[src/rtl/flex_rollover_counter.sv]
// Up-counter with a programmable terminal value and a synchronous clear.
// The count runs 1..rollover_val and wraps to 1; the registered flag marks the terminal count.
module flex_rollover_counter #(
  parameter int NUM_CNT_BITS = 4
) (
  input  logic                    clk,
  input  logic                    rst,
  input  logic                    clear,
  input  logic                    count_enable,
  input  logic [NUM_CNT_BITS-1:0] rollover_val,
  output logic [NUM_CNT_BITS-1:0] count_out,
  output logic                    rollover_flag
);

  localparam logic [NUM_CNT_BITS-1:0] ONE = {{(NUM_CNT_BITS-1){1'b0}}, 1'b1};

  logic [NUM_CNT_BITS-1:0] next_count;
  logic                    next_flag;
  logic                    at_rollover;

  assign at_rollover = (count_out == rollover_val);

  always_comb begin
    next_count = count_out;
    next_flag  = 1'b0;
    if (clear) begin
      next_count = '0;
      next_flag  = 1'b0;
    end else if (count_enable) begin
      next_count = at_rollover ? ONE : count_out + ONE;
      next_flag  = (next_count == rollover_val);
    end else begin
      // An idle counter never raises the flag (reset/clear is not a rollover),
      // but drops it as soon as rollover_val moves away from the held count.
      next_flag = rollover_flag && at_rollover;
    end
  end

  always_ff @(posedge clk or posedge rst) begin
    if (rst) begin
      count_out     <= '0;
      rollover_flag <= 1'b0;
    end else begin
      count_out     <= next_count;
      rollover_flag <= next_flag;
    end
  end

endmodule

[config.mk]
export PLATFORM = sky130hd
export DESIGN_NAME = flex_rollover_counter
export DESIGN_NICKNAME = d
export VERILOG_FILES = /design/src/rtl/flex_rollover_counter.sv
export SDC_FILE = /design/constraint.sdc
export NUM_CORES = 1
export LEC_CHECK = 0
export CORE_AREA = 2 2 39 41
export DETAILED_ROUTE_END_ITERATION = 6
export DIE_AREA = 0 0 41 43
export SYNTH_ARGS = -nofsm -noshare
export SYNTH_HDL_FRONTEND = slang
export SYNTH_SLANG_ARGS = --single-unit
export TNS_END_PERCENT = 1
[constraint.sdc]
create_clock -name clk -period 1.8 [get_ports clk]
set_clock_uncertainty 0.2 [all_clocks]
set_input_delay 0.27 -clock clk [delete_from_list [all_inputs] [get_ports clk]]
set_output_delay 0.27 -clock clk [all_outputs]
set_load 0.02 [all_outputs]
==> metrics.md <==
| Metric | Value |
|---|---|
| Status | `complete, but fails checks` |
| Failing checks | `negative setup slack` |
| Internal Power | `0.000276 W` |
| Max VDD drop | `0.318 mV` |
| Hold Fails Final Rpt | `0` |
| Least-Margin Pin Slew | `0.303 ns` |
| Die Footprint | `0.00176 sq mm` |
| # setup viols final | `1` |
| Pleak | `0.359 nW` |
| Number of vias in the routed layout | `477` |
| Largest buffer count on any clock path | `2` |
| Netlist area before placement | `407 sq um` |
| Clock latency at the later pin of the worst-skew pair | `0.24 ns` |
| Sequential element share of the synthesized area | `0.308` |
| DRC violation total after the first TritonRoute iteration | `5` |
| Final Instance Count excl. Fillers | `99` |
| Register share of total power | `0.312` |
| Per-instance average area after synthesis | `8.84 sq um` |
| Number of maximum-capacitance constraint violations | `0` |
| Aggregate global-route resource usage | `0.161` |
| Kind of cell adding the most delay to the critical path | `simple AND/OR/NAND/NOR gates` |
| Worst reg2reg path startpoint | `count_out[3]` |
| Clock transition at path regs | `0.05 ns` |
| Largest incremental delay on the critical path | `0.53 ns` |
| CTS root buffer | `sky130_fd_sc_hd__clkbuf_4` |
| Critical path peak fanout | `4` |
| Reg area | `129 sq um` |
| Starting density of the core | `0.294` |
| Seq cells post-synth | `5` |
| Area occupied by multi-input gates | `343 sq um` |
| Instance count of the mapped netlist | `46` |
| Placeable Area | `0.00138 sq mm` |
| Initial antenna violation count | `0` |
| Port buffer count | `12` |
| Clock buffers created by TritonCTS | `3` |
| Inst Count DP | `95` |
| Sw frac | `0.293` |
| Final Wtd Congestion | `0.796` |
| Highest-delay cell along the critical path | `sky130_fd_sc_hd__or4_4` |
| Clock H-tree levels | `1` |
| Buffer count from post-CTS setup fixing | `0` |
| Slew HR | `0.796` |
| PnR worst setup slack | `-0.0438 ns` |
| Critical Path End Type | `flop` |
| Total Routed Length | `1220 um` |
| Boundary pin count | `13` |
| Ordered cell list for the critical path | `xor2_2, or4_4, a21bo_2, a22oi_2, nor2_1` |
| Number of inserted filler cells in the final layout | `123` |
| CP Launch Type | `flop` |
| Net count after synthesis | `55` |
| Die width | `41 um` |
| Most common library cell in the layout ignoring fill and taps | `sky130_fd_sc_hd__buf_4` |
| Routed WL per cell | `12.4 um` |
| Sum of buffers and inverters on the critical path | `0` |
| Net Switching | `0.000114 W` |
| Fmax | `542 MHz` |
| Final period util | `1.02` |
| Min Clock Period, post-route | `1.84 ns` |
| Detailed placer's ending HPWL | `976 um` |
| Share of post-route cells with drive strength above 1 | `0.494` |
| Final routed DRC violation total | `0` |
| Yosys Warn Count | `0` |
| TritonCTS clock tree | `built` |
| CTS hold repair buffers | `0` |
| Data arrival time of the critical path | `1.77 ns` |
| Number of distinct standard cells referenced by the synthesized netlist | `23` |
| Global-route wire length before repair | `1860 um` |
| Worst hold slack across all endpoints | `0.0190 ns` |
| Final Slew Violations | `0` |
| CP Launch Point | `count_out[3]` |
| Die height | `43 um` |
| Total power per unit cell area | `490 mW/mm^2` |
| Nets | `93` |
| Number of antenna diodes | `0` |
| Combinational power share | `0.364` |
| Setup repair after global routing missed its margin | `true` |
| GR Overflow Total | `0` |
| Rows | `14` |
| Data required time of the critical path | `1.72 ns` |
| Path class of the lowest-slack min-delay path | `input port to async pin` |
| Via count of the first global-routing pass | `484` |
| Antenna violation net count after detailed routing | `0` |
| Worst Setup Path Type | `flop to flop` |
| Number of clock sinks | `5` |
| Commonest cells after routing, fill and taps aside | `sky130_fd_sc_hd__buf_4, sky130_fd_sc_hd__nor2_1, sky130_fd_sc_hd__dlygate4sd2_1` |
| Layout Area Growth over Synthesis | `95.7%` |
| Maximum number of pins on one net before global-route repair | `8` |
| Number of optimization iterations in the first detailed-route pass | `3` |
| Ratio of routed vias to standard cells | `4.82` |
| Power share of the clock group | `0.324` |
-- per-stage QoR --
step,setup slack [ns],util,total power (W),cell area [sq um],TNS (ns)
final,-0.0438,0.575,0.000390,796,-0.0438
after floorplan,-0.0917,-,0.000175,425,-0.156
after global routing,-0.0907,0.575,0.000415,796,-0.200
after global placement,-0.418,0.523,0.000253,723,-1.71
after CTS,-0.123,0.537,0.000383,743,-0.328
after detailed placement,-0.431,0.523,0.000254,723,-1.75
-- synth_stat cells --
| cell | count | share of area |
|---|---|---|
| sky130_fd_sc_hd__xor2_1 | 5 | 0.11 |
| sky130_fd_sc_hd__a21bo_2 | 1 | 0.025 |
| sky130_fd_sc_hd__and2_4 | 1 | 0.022 |
| sky130_fd_sc_hd__nand4_1 | 1 | 0.015 |
| sky130_fd_sc_hd__a32o_1 | 1 | 0.025 |
| sky130_fd_sc_hd__or4_4 | 1 | 0.028 |
| sky130_fd_sc_hd__nor4_2 | 1 | 0.031 |
| sky130_fd_sc_hd__o21ai_0 | 2 | 0.025 |
| sky130_fd_sc_hd__o211ai_1 | 2 | 0.037 |
| sky130_fd_sc_hd__nand2_1 | 1 | 0.0092 |
| sky130_fd_sc_hd__a211oi_2 | 1 | 0.031 |
| sky130_fd_sc_hd__dfrtp_1 | 5 | 0.31 |
| sky130_fd_sc_hd__a22oi_1 | 1 | 0.018 |
| sky130_fd_sc_hd__a21oi_1 | 4 | 0.049 |
| sky130_fd_sc_hd__inv_1 | 1 | 0.0092 |
| sky130_fd_sc_hd__nand3b_1 | 1 | 0.018 |
| sky130_fd_sc_hd__xnor2_1 | 2 | 0.043 |
| sky130_fd_sc_hd__ha_1 | 1 | 0.031 |
| sky130_fd_sc_hd__nand3_1 | 3 | 0.037 |
| sky130_fd_sc_hd__nor4_1 | 1 | 0.015 |
| sky130_fd_sc_hd__nand2b_1 | 1 | 0.015 |
| sky130_fd_sc_hd__nor2_1 | 7 | 0.065 |
| sky130_fd_sc_hd__nor3b_1 | 2 | 0.037 |
-- logic make-up after synthesis --
logic type	synth area share
compound gates	0.209
xor+xnor	0.151
fa+ha+maj	0.0308
buf+inv	0.00922
flops	0.308
simple gates	0.292
-- state kept, by name (all words and copies together), names as in the netlist --
| signal | flops |
|---|---|
| rollover_flag | 1 |
| count_out | 4 |
-- cell type report --
class / instances / area share
sequential: 5 / 0.162
multi-input combinational: 40 / 0.431
inverter: 1 / 0.00472
timing repair buffer: 33 / 0.343
tap: 16 / 0.0252
clock inverter: 1 / 0.00629
clock buffer: 3 / 0.0283
-- worst paths after layout --
| check | depth (start not counted) | to | slack, ns |
|---|---|---|---|
| min in group clk | 2 | rollover_flag | 0.38 |
| worst max register to register | 5 | count_out[3] | -0.04 |
| worst min-delay path | 2 | rollover_flag | 0.02 |
| worst min register to register | 2 | rollover_flag | 0.38 |
| worst max-delay path | 5 | count_out[3] | -0.04 |
| max in group asynchronous | 2 | count_out[3] | 1.20 |
-- power groups by stage --
stage | Sequential, W | Combinational (W) | Clock [W]
floorplan | 0.000132 | 0.0000434 | 0
global placement | 0.000123 | 0.000130 | 0
detailed placement | 0.000123 | 0.000131 | 0
CTS | 0.000122 | 0.000127 | 0.000134
global route | 0.000122 | 0.000154 | 0.000139
finish | 0.000122 | 0.000142 | 0.000126
-- layer usage --
| layer | vias to the layer above | track usage | routed length (um) |
|---|---|---|---|
| li1 | 241 | - | - |
| met2 | 8 | 0.269 | 656 |
| met4 | 0 | 0.100 | 0 |
| met5 | - | 0 | 0 |
| met1 | 228 | 0.182 | 530 |
| met3 | 0 | 0.0157 | 37 |
-- worst register-to-register path: stages (launching register included) --
cell,delay (ns)
sky130_fd_sc_hd__dfrtp_2,0.42
sky130_fd_sc_hd__xor2_2,0.20
sky130_fd_sc_hd__or4_4,0.53
sky130_fd_sc_hd__a21bo_2,0.22
sky130_fd_sc_hd__a22oi_2,0.12
sky130_fd_sc_hd__nor2_1,0.05
-- what timing repair did --
item | CTS | global route
pin swaps | 0 | 4
cloned | 0 | 0
resized for setup | 6 | 9
endpoints found under the hold margin | 0 | 0
endpoints found under the setup margin | 8 | 4
Power figures use the tool's default switching activity.
